File: src/rtl/mem_arbiter.sv
// mem_arbiter: shares one memory slot per clk_en strobe between a download
// write FIFO, a block eraser and the CPU. The fixed priority is
// FIFO (non-empty) > eraser (RUN) > CPU.
// Memory-side outputs are combinational from the current owner. All state
// updates on the rising edge of clk7.
//
// Ports:
//   clk7, rst_n         clock; synchronous active-low reset
//   clk_en              memory slot strobe; one access per high cycle
//   erase_req           pulse that starts or restarts a fill
//   dl_active           download in progress; aborts the eraser and holds it idle
//   dl_wr/addr/data     download write into the FIFO
//   cpu_*               CPU request; cpu_ready marks the cycle the access happens
//   mem_*               memory address, write data and strobes
//   erase_busy          eraser running
//   dl_full, dl_overflow, dl_count   FIFO status; dl_overflow is sticky
module mem_arbiter #(
  parameter int unsigned       ADDR_W    = 16,
  parameter int unsigned       DATA_W    = 8,
  parameter int unsigned       DL_DEPTH  = 4,
  parameter logic [ADDR_W-1:0] ERASE_LO  = '0,
  parameter logic [ADDR_W-1:0] ERASE_HI  = 16'hBFFF,
  parameter logic [DATA_W-1:0] ERASE_VAL = '0
) (
  input  logic                          clk7,
  input  logic                          rst_n,
  input  logic                          clk_en,
  input  logic                          erase_req,
  input  logic                          dl_active,
  input  logic                          dl_wr,
  input  logic [ADDR_W-1:0]             dl_addr,
  input  logic [DATA_W-1:0]             dl_data,
  input  logic [ADDR_W-1:0]             cpu_addr,
  input  logic [DATA_W-1:0]             cpu_dout,
  input  logic                          cpu_wr,
  input  logic                          cpu_rd,
  output logic                          cpu_ready,
  output logic [ADDR_W-1:0]             mem_addr,
  output logic [DATA_W-1:0]             mem_din,
  output logic                          mem_we,
  output logic                          mem_rd,
  output logic                          erase_busy,
  output logic                          dl_full,
  output logic                          dl_overflow,
  output logic [$clog2(DL_DEPTH+1)-1:0] dl_count
);

  localparam int unsigned PW = $clog2(DL_DEPTH);
  localparam int unsigned CW = $clog2(DL_DEPTH+1);
  localparam int unsigned EW = ADDR_W + DATA_W;

  typedef enum logic {ER_IDLE, ER_RUN} er_state_t;
  typedef enum logic [1:0] {OWN_CPU, OWN_ERASE, OWN_FIFO} owner_t;

  logic [EW-1:0]     r_mem [DL_DEPTH];
  logic [PW-1:0]     r_wr_ptr;
  logic [PW-1:0]     r_rd_ptr;
  logic [CW-1:0]     r_count;
  logic              r_overflow;
  er_state_t         r_state;
  logic [ADDR_W-1:0] r_ptr;
  logic              r_start;   // set in reset; arms the first fill after release

  logic              w_fifo_empty;
  logic              w_full;
  logic              w_push;
  logic              w_pop;
  logic              w_erase_grant;
  owner_t            w_owner;
  logic [EW-1:0]     w_head;

  assign w_fifo_empty = (r_count == '0);
  assign w_full       = (r_count == CW'(DL_DEPTH));
  assign w_head       = r_mem[r_rd_ptr];

  always_comb begin
    if (!w_fifo_empty)           w_owner = OWN_FIFO;
    else if (r_state == ER_RUN)  w_owner = OWN_ERASE;
    else                         w_owner = OWN_CPU;
  end

  // When the FIFO is full, a push is still accepted if the head pops in
  // the same cycle. The occupancy then stays at DL_DEPTH.
  assign w_pop         = rst_n && (w_owner == OWN_FIFO) && clk_en;
  assign w_push        = rst_n && dl_wr && (!w_full || w_pop);
  assign w_erase_grant = (w_owner == OWN_ERASE) && clk_en;

  // FIFO storage needs no reset; occupancy is tracked by r_count.
  always_ff @(posedge clk7) begin
    if (w_push) r_mem[r_wr_ptr] <= {dl_addr, dl_data};
  end

  // Pointers wrap naturally because DL_DEPTH is a power of 2.
  always_ff @(posedge clk7) begin
    if (!rst_n) begin
      r_wr_ptr   <= '0;
      r_rd_ptr   <= '0;
      r_count    <= '0;
      r_overflow <= 1'b0;
    end else begin
      if (w_push) r_wr_ptr <= r_wr_ptr + PW'(1);
      if (w_pop)  r_rd_ptr <= r_rd_ptr + PW'(1);
      if (w_push && !w_pop)      r_count <= r_count + CW'(1);
      else if (!w_push && w_pop) r_count <= r_count - CW'(1);
      if (dl_wr && !w_push) r_overflow <= 1'b1;
    end
  end

  // Eraser FSM. dl_active overrides everything. In RUN, erase_req takes
  // precedence over advancing the pointer. The fill ends by comparing the
  // pointer with ERASE_HI, so the pointer never wraps.
  always_ff @(posedge clk7) begin
    if (!rst_n) begin
      r_state <= ER_IDLE;
      r_ptr   <= ERASE_LO;
      r_start <= 1'b1;
    end else begin
      r_start <= 1'b0;
      if (dl_active) begin
        r_state <= ER_IDLE;
      end else begin
        case (r_state)
          ER_IDLE: begin
            if (r_start || erase_req) begin
              r_state <= ER_RUN;
              r_ptr   <= ERASE_LO;
            end
          end
          ER_RUN: begin
            if (erase_req) begin
              r_ptr <= ERASE_LO;
            end else if (w_erase_grant) begin
              if (r_ptr == ERASE_HI) r_state <= ER_IDLE;
              else                   r_ptr   <= r_ptr + ADDR_W'(1);
            end
          end
          default: r_state <= ER_IDLE;
        endcase
      end
    end
  end

  always_comb begin
    mem_addr  = cpu_addr;
    mem_din   = cpu_dout;
    mem_we    = 1'b0;
    mem_rd    = 1'b0;
    cpu_ready = 1'b0;
    case (w_owner)
      OWN_FIFO: begin
        {mem_addr, mem_din} = w_head;
        mem_we              = clk_en;
      end
      OWN_ERASE: begin
        mem_addr = r_ptr;
        mem_din  = ERASE_VAL;
        mem_we   = clk_en;
      end
      default: begin
        mem_we    = cpu_wr & clk_en;
        mem_rd    = cpu_rd & clk_en;
        cpu_ready = clk_en;
      end
    endcase
    if (!rst_n) begin
      mem_we    = 1'b0;
      mem_rd    = 1'b0;
      cpu_ready = 1'b0;
    end
  end

  assign erase_busy  = rst_n && (r_state == ER_RUN);
  assign dl_full     = w_full;
  assign dl_overflow = r_overflow;
  assign dl_count    = r_count;

endmodule

File: config.mk
export PLATFORM = sky130hd
export DESIGN_NAME = mem_arbiter
export DESIGN_NICKNAME = d
export VERILOG_FILES = /design/src/rtl/mem_arbiter.sv
export SDC_FILE = /design/constraint.sdc
export NUM_CORES = 1
export LEC_CHECK = 0
export CORE_MARGIN = 2
export CORE_UTILIZATION = 30
export CTS_CLUSTER_SIZE = 24
export DETAILED_ROUTE_END_ITERATION = 8
export PLACE_DENSITY = 0.5
export SETUP_SLACK_MARGIN = 0.4
export SYNTH_ARGS = -nofsm -noshare
export SYNTH_HDL_FRONTEND = slang
export SYNTH_SLANG_ARGS = --single-unit
File: constraint.sdc
create_clock -name clk7 -period 5.3 [get_ports clk7]
set_clock_uncertainty 0.2 [all_clocks]
set_input_delay 1.06 -clock clk7 [delete_from_list [all_inputs] [get_ports clk7]]
set_output_delay 1.06 -clock clk7 [all_outputs]
set_load 0.02 [all_outputs]
Yosys cells after proc, flatten, opt, wreduce, memory -nomap -nowiden --
Memories as Yosys holds them, arrays and structs flattened. A register that Yosys moved wholly into a read port is not among the register bits. Cells that the tools add are included.
Operators by class: $add $sub $neg 5, equality and inequality tests 7, multiplexer cells 27, bitwise gates (word level) 5, reductions and logical operators 19
Operators by type and width (number):
- 16-bit two-way mux | 4
- 16-bit case mux with 2 select lines | 2
- 16-bit by 1-bit adder with 16-bit output, second input constant | 1
- 16-bit == test, second input constant | 1
- 8-bit case mux with 2 select lines | 1
- 1-bit two-way mux | 14
- 1-bit logical AND | 9
- 2-bit two-way mux | 3
- 3-bit two-way mux | 2
- 2-bit by 1-bit adder with 2-bit output, second input constant | 2
- 4-bit AND reduction | 1
- 2-bit OR reduction | 2
- 3-bit by 1-bit adder with 3-bit output, second input constant | 1
- 3-bit == test, second input constant | 1
- 1-bit zero test | 3
- 3-bit zero test | 1
- 3-bit by 2-bit != test with 1-bit output, second input constant | 1
- 3-bit != test, second input constant | 1
- 1-bit NOT | 3
- 3-bit by 1-bit subtractor with 3-bit output, second input constant | 1
- 1-bit bitwise AND | 2
- 2-bit by 1-bit == test with 1-bit output, second input constant | 1
- 2-bit == test, second input constant | 1
- 1-bit logical OR | 2
- 3 further kinds | 3
Storage, ports and cells: flip-flop bits (word level) 26, memory bits (writable) 96, logic and storage cells 71, memories 1
Memories:
- r_mem | depth 4, bits a word 24, rd ports 1, clocked after Yosys merged registers in 1, write ports 1, line 55 | logic [EW-1:0] r_mem [DL_DEPTH];

Logic depth before layout (Yosys ltp) --
Gate-level depths: netlist of the first run.
word-level depth 11, gate-level depth with buffers 10, gate-level depth less buffers 9

Worst setup path after synthesis of the first run --
OpenSTA, ideal clock, no wires.
path type input to output, start point input port rst_n, end point output port mem_rd, data arrival time 1933 ps, data required time 4040 ps, setup slack 2107 ps, stages 3, path through nand2_1 -> nor3_1 -> and2_1
On the way: word-level cells in the longest chain between the ends 1
RTL lines:
- start: declaration | line 26 | input logic rst_n,
- 1-bit two-way mux | line 165 | if (!rst_n) begin
- end: declaration | line 41 | output logic mem_rd,
No other way between the ends.

==> results of run 1 <==
## cell families (layout without fill, tap and decap cells)
kind of cell	after synthesis	in the layout	synth area share
and+or+nand+nor	135	135	0.1355
DFF	124	124	0.6163
AOI/OAI and AO/OA	62	62	0.07190
muxes	41	41	0.1272
buffers and inverters	31	135	0.02419
adders and majority gates	7	7	0.01702
xor gates and xnor gates	5	5	0.007838
## cell usage after synthesis (all sizes together), types with 2 or more instances
library cell | instances | area (um^2)
nor3 | 7 | 57.55
nand3 | 13 | 65.06
edfxtp | 96 | 2883
dfxtp | 28 | 560.5
or3 | 3 | 23.77
clkbuf | 8 | 30.03
o311ai | 4 | 35.04
xor2 | 4 | 35.03
nand3b | 8 | 60.06
and4 | 2 | 17.52
nor2b | 2 | 12.51
buf | 15 | 75.07
a21oi | 11 | 73.83
nand2 | 48 | 180.2
ha | 6 | 75.07
o21ai | 25 | 125.1
nor2 | 15 | 58.81
nor4 | 5 | 52.55
and2 | 7 | 43.79
or2 | 2 | 12.51
o211ai | 4 | 30.03
nand4 | 10 | 77.57
nand2b | 4 | 25.02
mux4 | 24 | 540.5
o31ai | 4 | 30.03
a31oi | 4 | 25.02
nor3b | 2 | 15.01
and3 | 3 | 18.77
o21a | 2 | 15.01
or4 | 2 | 18.77
inv | 8 | 30.03
mux2i | 17 | 170.2
## critical path, delay by kind of cell, from the launching register on
| kind | cells | cell delay [ns] |
|---|---|---|
| buffers and inverters | 1 | 0.60 |
| multiplexers | 1 | 0.59 |
| AND/OR/NAND/NOR | 1 | 0.08 |
| flip-flops | 1 | 0.94 |
| AO/OA/AOI/OAI | 1 | 0.16 |
## final cells by class
cell class                      instances  area (um^2)  share of cell area
Sequential cell                       124         3445              0.4730
Multi-Input combinational cell        250         2008              0.2758
Timing Repair Buffer                   96        940.9              0.1292
Clock buffer                           17        425.4             0.05842
Tap cell                              229        286.5             0.03935
Clock inverter                         14        146.4             0.02010
Inverter                                8        30.03            0.004124
## state kept, by name (all words and copies together) (netlist names), named ones only
name,count
r_start,1
dl_overflow,1
r_wr_ptr,2
r_ptr,16
r_mem,96
dl_count,3
r_state,1
r_rd_ptr,2
## where the power goes
group	total (mW)	switching, mW	internal (mW)
logic	0.743	0.409	0.335
clock network	1.11	0.422	0.690
registers	1.14	0.0478	1.09
## through the flow
stage               std cells  utilization  instance area [um^2]
global placement          707       0.3698                  6710
global route              738       0.4013                  7282
floorplan                 405            -                  5587
finish                    738       0.4013                  7282
detailed placement        707       0.3698                  6710
CTS                       738       0.4013                  7282
## worst max-delay path by stage
| stage | from | endpoint | slack (ns) |
|---|---|---|---|
| detailed placement | rst_n | mem_rd | 1.26 |
| floorplan | rst_n | mem_rd | 2.11 |
| CTS | flip-flop | mem_addr[8] | 1.13 |
| finish | flip-flop | mem_addr[8] | 1.25 |
| global placement | rst_n | mem_rd | 1.29 |
| global route | flip-flop | mem_addr[12] | 1.02 |
## metal layers
| layer | vias up | global-route usage | routed length [um] |
|---|---|---|---|
| met5 | - | 0 | 0 |
| met4 | 0 | 0.04684 | 173 |
| met3 | 11 | 0.03761 | 400 |
| met2 | 58 | 0.2518 | 7149 |
| met1 | 1861 | 0.1830 | 6252 |
| li1 | 1755 | - | - |
==> flow_metrics.tcl, run 1 <==
set metrics [dict create \
    powerDensity_nw_per_um2 410.7 \
    ant_nets 0 \
    grt_setup_unrepaired "false" \
    cap_violations 0 \
    report.final.slew_viol_count 0 \
    critPathMaxFanout 24 \
    cp-start-kind "flip-flop" \
    die_w_um 140.5 \
    nets 560 \
    reg2reg_from "dl_count[0]" \
    r2r-end "dl_count[2]" \
    numCtsBuffers 17 \
    route.detailed.wl_per_inst_um 18.94 \
    slowest_stage "dfxtp_2" \
    p_total_mw 2.991 \
    ys.flop_type "edfxtp_1" \
    cp-end-kind "output pin" \
    yosysUniqueCellTypes 57 \
    clkSinkCount 124 \
    async_flop_share 0 \
    std_cell_rows 49 \
    io_buffers 88 \
    hold_viol 0 \
    cp.arrival_ns 2.79 \
    syn_area_um2 5587 \
    fmax_ghz 0.2470 \
    timing.final.ws_setup_ns 1.251 \
    htree_levels 4 \
    regToRegSetupSlack_ns 2.50 \
    grt.total_usage 0.1470 \
    grt_pass1_vias 3727 \
    setup_viol 0 \
    r2r.worst_path.cells 8 \
    status "completed" \
    pre_cts_slack_ns 1.262 \
    cpPeakStageDelay_ns 0.94 \
    post-dp-hpwl_um 9372 \
    initial_core_util 0.3078 \
    grt_pass1_wl_um 21530 \
    antenna_cells 0 \
    clkLatencyLatePin_ns 0.41 \
    p_leak_nw 2.404 \
    path_clk_slew_ns 0.06 \
    drtPass1Iterations 4 \
    layout_common_cells "96 x edfxtp_1, 88 x clkdlybuf4s50_1, 48 x nand2_1, 27 x dfxtp_1, 24 x mux4_2" \
    ioPinCount 89 \
    antenna_found_initial 0 \
    final.setup.tns_ns 0 \
    die_h_um 140.5 \
    gp_routability_congestion 0.8197 \
    hold_depth 1 \
    hold_path_class "reg2reg" \
    crit_required_ns 4.04 \
    cts_hold_buf 0 \
    period_needed_ns 4.049 \
    cts_root_buf "clkbuf_16" \
    avgSynthCellArea_um2 13.79 \
    ys_ff_latch 124 \
    cts_tree "done" \
    post-route-period-util 0.7640 \
    syn_inst 405 \
    cp_cell_sequence "mux4_2 > nand2_1 > o21ai_0 > clkdlybuf4s50_1" \
    worstSetupPathType "reg2out" \
    hp-start "dl_overflow" \
    n_fill_cell 1709 \
    grt_max_degree 49 \
    slew_headroom 0.3111 \
    avgViaCountPerCell 4.993 \
    synth_edf_count 96 \
    ir_drop_v 0.0001568 \
    hold_end "dl_overflow" \
    syn2layout_area_growth_pct 30.35 \
    vias 3685 \
    yosysSeqAreaShare 0.6163 \
    core_area_um2 18150 \
    drcViolationCount 0 \
    synth.net_count 468 \
    grt_overflow 0 \
    dieArea_um2 19730 \
    drive_gt1_frac 0.1493 \
    clockBufferDepth 2 \
    worst_pin_slew_ns 1.032 \
    finalWirelength_um 13980 \
    whs_ns 0.2769 \
    final_common_cell "edfxtp_1" \
    yosys_warnings 0 \
    postCtsSetupBuffers 0 \
    first_iter_violations 216 \
    cts_resized 0 \
]
Power figures use the tool's default switching activity.
==> run 2, diff against run 1 <==
--- a/config.mk
+++ b/config.mk
@@ -9,7 +9,7 @@
 export CORE_UTILIZATION = 30
 export CTS_CLUSTER_SIZE = 24
 export DETAILED_ROUTE_END_ITERATION = 8
-export PLACE_DENSITY = 0.5
+export PLACE_DENSITY = 0.52
 export SETUP_SLACK_MARGIN = 0.4
 export SYNTH_ARGS = -nofsm -noshare
 export SYNTH_HDL_FRONTEND = slang
==> constraint.sdc (replaced) <==
create_clock -name clk7 -period 3.7 [get_ports clk7]
set_clock_uncertainty 0.2 [all_clocks]
set_input_delay 0.74 -clock clk7 [delete_from_list [all_inputs] [get_ports clk7]]
set_output_delay 0.74 -clock clk7 [all_outputs]
set_load 0.02 [all_outputs]
==> run 2 against run 1 <==
  * Die area did not move
  * Core utilization rose by 0.70 points
  * Cell area rose by 1.7%
  * Via count rose by 2.7%
  * Sequential power rose by 41%
  * Clock power rose by 37%
  * Power rose by 45%
  * Largest cell class unchanged
  * Highest routed layer unchanged
==> flow_metrics.tcl, run 2 (synthesis results as in run 1) <==
set metrics [dict create \
    final_area_um2 7408 \
    status "completed" \
    cts_tree "done" \
    antenna_found_initial 0 \
    clkLatencyLatePin_ns 0.41 \
    ioPinCount 89 \
    hold_viol 0 \
    worst_pin_slew_ns 0.6069 \
    final_common_cell "edfxtp_1" \
    io_buffers 88 \
    powerDensity_nw_per_um2 586.9 \
    register_area_um2 3451 \
    whs_ns 0.2686 \
    core_area_um2 18150 \
    std_cell_rows 49 \
    grt_pass1_vias 3903 \
    hold_path_class "reg2reg" \
    post-route-period-util 0.8728 \
    path_clk_slew_ns 0.06 \
    nets 575 \
    n_fill_cell 1701 \
    largest_reg_flops 96 \
    slew_headroom 0.5849 \
    cp-end-kind "output pin" \
    dieArea_um2 19730 \
    dpl_cell_area_um2 6755 \
    pre_cts_slack_ns 0.5022 \
    die_w_um 140.5 \
    cts_root_buf "clkbuf_16" \
    report.final.slew_viol_count 0 \
    ir_drop_v 0.0003409 \
    avgViaCountPerCell 5.017 \
    layout_common_cells "96 x edfxtp_1, 86 x clkdlybuf4s50_1, 48 x nand2_1, 24 x mux4_2, 24 x dfxtp_1" \
    cp.arrival_ns 2.29 \
    grt_setup_unrepaired "false" \
    vias 3783 \
    critPathMaxFanout 9 \
    drive_gt1_frac 0.1752 \
    registers.top_by_ff_count "r_mem" \
    multi_input_area_um2 2047 \
    timing.final.ws_setup_ns 0.4708 \
    antenna_cells 0 \
    grt.total_usage 0.1521 \
    cap_violations 0 \
    period_needed_ns 3.229 \
    ant_nets 0 \
    grt_overflow 0 \
    worstSetupPathType "reg2out" \
    fmax_ghz 0.3097 \
    post-dp-hpwl_um 9213 \
    grt_max_degree 25 \
    gp_routability_congestion 0.8012 \
    first_iter_violations 288 \
    cp-start-kind "flip-flop" \
    syn2layout_area_growth_pct 32.61 \
    cts_hold_buf 0 \
    clockBufferDepth 2 \
    initial_core_util 0.3078 \
    die_h_um 140.5 \
    numCtsBuffers 17 \
    route.detailed.wl_per_inst_um 18.97 \
    drcViolationCount 0 \
    clkSinkCount 124 \
    drtPass1Iterations 4 \
    setup_viol 0 \
    p_leak_nw 2.487 \
    crit_required_ns 2.76 \
    grt_pass1_wl_um 22380 \
    finalWirelength_um 14300 \
    final.setup.tns_ns 0 \
    htree_levels 4 \
]
[run 2: cell count changes in the layout (fill, tap and decap cells not counted), moves of 2 or more]
cell             delta
buf_4              +10
clkbuf_1            +5
clkdlybuf4s50_1     -2
dfxtp_1             -3
dfxtp_2             +2
dlymetal6s2s_1      +2
inv_6               -2
or3_4               +3
[run 2: critical path, stage by stage (launching register included)]
cell and delay [ns]:
dfxtp_2 0.41, or3_4 0.49, buf_12 0.16, o21ai_0 0.18, clkdlybuf4s50_1 0.64
[run 2: power by group]
group	internal [mW]	switching [mW]	total, mW
Sequential	1.56	0.0535	1.61
Clock	0.924	0.596	1.52
Combinational	0.556	0.657	1.21
Total	3.04	1.31	4.35
[run 2: metrics by stage]
stage	instances	power, mW	utilization
2_1_floorplan	405	2.236	-
3_3_place_gp	713	2.743	0.3722
3_5_place_dp	713	2.753	0.3722
4_1_cts	754	4.409	0.4077
5_1_grt	754	4.537	0.4082
6_report	754	4.348	0.4082
[run 2: what timing repair did]
item,in CTS,in global routing
buffers inserted,6,0
setup endpoints to repair,27,3
pin swaps,1,0
cloned,3,0
resized for setup,8,3
[run 2: metal layers]
layer	wire, um	global-route usage	vias up
li1	-	-	1792
met2	7059	0.2503	89
met5	0	0	-
met3	550	0.03932	16
met1	6495	0.1970	1886
met4	195	0.05053	0
[run 2: final cells by class]
| class | count | share of cell area |
|---|---|---|
| Sequential cell | 124 | 0.4658 |
| Multi-Input combinational cell | 253 | 0.2763 |
| Timing Repair Buffer | 108 | 0.1420 |
| Clock buffer | 22 | 0.05996 |
| Tap cell | 229 | 0.03868 |
| Clock inverter | 10 | 0.01317 |
| Inverter | 8 | 0.004053 |
[run 2: final timing paths]
kind                from           to  slack, ns  cells past startpoint
min reg2reg  dl_overflow  dl_overflow       0.27                      1
max reg2reg  dl_count[0]  dl_count[2]       1.04                      8
min          dl_overflow  dl_overflow       0.27                      1
max          dl_count[0]  mem_addr[0]       0.47                      4
==> variant (config.mk and constraints of run 2) <==
Reset style: asynchronous (`rst_n`), changed in 2 clocked blocks. Comments in the files are not updated.
--- a/src/rtl/mem_arbiter.sv
+++ b/src/rtl/mem_arbiter.sv
@@ -91,7 +91,7 @@
   end
 
   // Pointers wrap naturally because DL_DEPTH is a power of 2.
-  always_ff @(posedge clk7) begin
+  always_ff @(posedge clk7 or negedge rst_n) begin
     if (!rst_n) begin
       r_wr_ptr   <= '0;
       r_rd_ptr   <= '0;
@@ -109,7 +109,7 @@
   // Eraser FSM. dl_active overrides everything. In RUN, erase_req takes
   // precedence over advancing the pointer. The fill ends by comparing the
   // pointer with ERASE_HI, so the pointer never wraps.
-  always_ff @(posedge clk7) begin
+  always_ff @(posedge clk7 or negedge rst_n) begin
     if (!rst_n) begin
       r_state <= ER_IDLE;
       r_ptr   <= ERASE_LO;
Behaviour: differs if rst_n is asserted again (counterexample within 4 cycles, from zero or initial values and one cycle with rst_n low); with rst_n held inactive, the same outputs for 4 cycles.
==> variant against run 2 <==
  * Total power up 18%
  * Design area down 0.10%
  * Synthesized area down 1.6%
  * Critical path depth up 1
  * Sequential power up 8%
  * Global-route usage down 1.2 points
  * Setup slack better by 0.0022 ns
  * Sequential cell count down 2
  * Wire length down 8.6%
  * Hold slack better by 0.0040 ns
  * Highest routed layer unchanged
==> variant: results (changes against run 2) <==
Detailed routing
  – Via/cell ratio: 4.96 (was 5.02)
  – Overall routed net length: 13100 um (was 14300 um)
  – Drt pass-1 iters: 4 (unchanged)
  – Initial DRC Count: 263 (was 288)

Power
  – Combinational share of power: 35.2% (was 27.9%)
  – Net Switching: 0.00170 W (was 0.00131 W)
  – Reg power frac: 33.8% (was 37.1%)
  – Max rail drop VDD: 341 uV (about the same)
  – P_leak: 2.73 nW (was 2.49 nW)

Clock network
  – Worst-path clk slew: 0.06 ns (about the same)
  – Clock root cell: clkbuf_16 (unchanged)
  – Resize count post-CTS: 22 (was 8)
  – Post-CTS Setup Repair Bufs: 1 (was 6)
  – CTS HTree Levels: 4 (unchanged)
  – Cts bufs inserted: 17 (unchanged)
  – Max clock buf depth: 2 (unchanged)

Setup path
  – Worst-path fanout max: 31 (was 9)
  – Reg2Reg Depth: 9 (was 8)
  – Crit path launch: dl_count[0] (unchanged)
  – Worst R2R End: dl_count[2] (unchanged)
  – CP endpoint: mem_we (was mem_addr[0])
  – R2R Setup Slk: 1.16 ns (was 1.04 ns)
  – Crit path DAT: 2.29 ns (about the same)

Global route
  – Met3 GRT Util: 3.82% (was 3.93%)
  – Initial antenna violation count: 0 (unchanged)
  – Largest net degree at the start of global routing: 32 (was 25)
  – Met1 track demand over resource: 17.3% (was 19.7%)
  – Number of global-route vias before repair: 3810 (was 3903)
  – First-pass GRT wire length: 20600 um (was 22400 um)
  – Total Routing Usage GR: 14.0% (was 15.2%)
  – Met2 Use GR: 23.3% (was 25.0%)

Synthesis
  – EDFF count, synth: 96 (unchanged)
  – Synth area leaders: edfxtp_1 (52%), dfrtp_1 (11%), mux4_2 (9.8%), mux2i_1 (3.1%), nand2_1 (2.8%) (was edfxtp_1 (52%), dfxtp_1 (10%), mux4_2 (9.7%), nand2_1 (3.2%), mux2i_1 (3.0%))
  – Asr flop ratio synth: 21.3% (was 0%)
  – Synth Flop Type: edfxtp_1 (unchanged)
  – Most common library cells after synthesis: edfxtp_1 (96), nand2_1 (41), dfrtp_1 (25) (was edfxtp_1 (96), nand2_1 (48), dfxtp_1 (28))
  – Mapped Nets: 432 (was 468)
  – Yosys warns: 0 (unchanged)
  – Library cells used by synthesis: 49 (was 57)
  – Seq/Total Area, Yosys: 64.3% (was 61.6%)

Run status
  – Status: finished clean (unchanged)

Timing
  – Slew @ Worst Pin: 0.846 ns (was 0.607 ns)

Placement
  – Placer Congestion: 0.856 (was 0.801)
  – Post-DP HPWL: 9030 um (was 9210 um)
  – Number of I/O port buffers: 88 (unchanged)

Hold path
  – Tightest Hold Check Type: flop to flop (unchanged)
  – Hold Path Depth: 1 (unchanged)

Final layout
  – Share of cells above drive strength 1: 18.2% (was 17.5%)
  – Final nets: 539 (was 575)
  – Diode count: 0 (unchanged)
  – Biggest register: r_mem (unchanged)
  – Max FFs per register: 96 (unchanged)
-- variant: area by class of cell --
type,count,area [um2]
fillers,1644,10600
flip-flops and latches,122,3540
multi-input cells,219,1870
repair buffers,108,1100
clock buffers,17,425
well taps,229,287
clock inverters,15,153
inverters,8,30.0
-- variant: worst min path at each step --
stage	slack [ns]	start	end
global route	0.31	dl_overflow	dl_overflow
floorplan	0.24	rst_n	dl_count[0]
finish	0.27	dl_overflow	dl_overflow
CTS	0.28	dl_overflow	dl_overflow
global placement	0.25	dl_overflow	dl_overflow
detailed placement	0.27	dl_overflow	dl_overflow
-- variant: cell families (layout without fill, tap and decap cells) --
group	count (synthesis)	after routing	share of synthesized area (%)
multiplexers	44	44	13.5
flip-flops	122	122	64.3
AND/OR/NAND/NOR	106	106	10.1
adder cells (fa/ha/maj)	7	7	1.73
AO/OA/AOI/OAI	55	55	7.33
XOR/XNOR	6	6	0.956
buffers and inverters	28	148	1.98
other	1	1	0.0682
-- variant: worst max-delay path, cell delays in order, from the launching register on --
cell	delay (ns)
dfrtp_2	0.48
or3_1	0.43
buf_6	0.21
nor3_1	0.16
nor2_1	0.06
clkdlybuf4s50_1	0.53
-- variant: metrics by stage --
step                util [%]  setup WS [ns]  instances  total power, W  cell area, um2
CTS                     41.1          0.212        718         0.00521            7390
global placement        37.8          0.320        685         0.00365            6790
global route            41.2          0.395        718         0.00540            7400
detailed placement      37.8          0.283        685         0.00366            6790
floorplan                  -          0.814        369         0.00279            5500
finish                  41.2          0.473        718         0.00514            7400
-- variant: routing by layer --
metal,routed length (um),up-vias
li1,-,1671
met1,5630,1762
met2,6460,105
met3,727,20
met4,264,0
met5,0,-
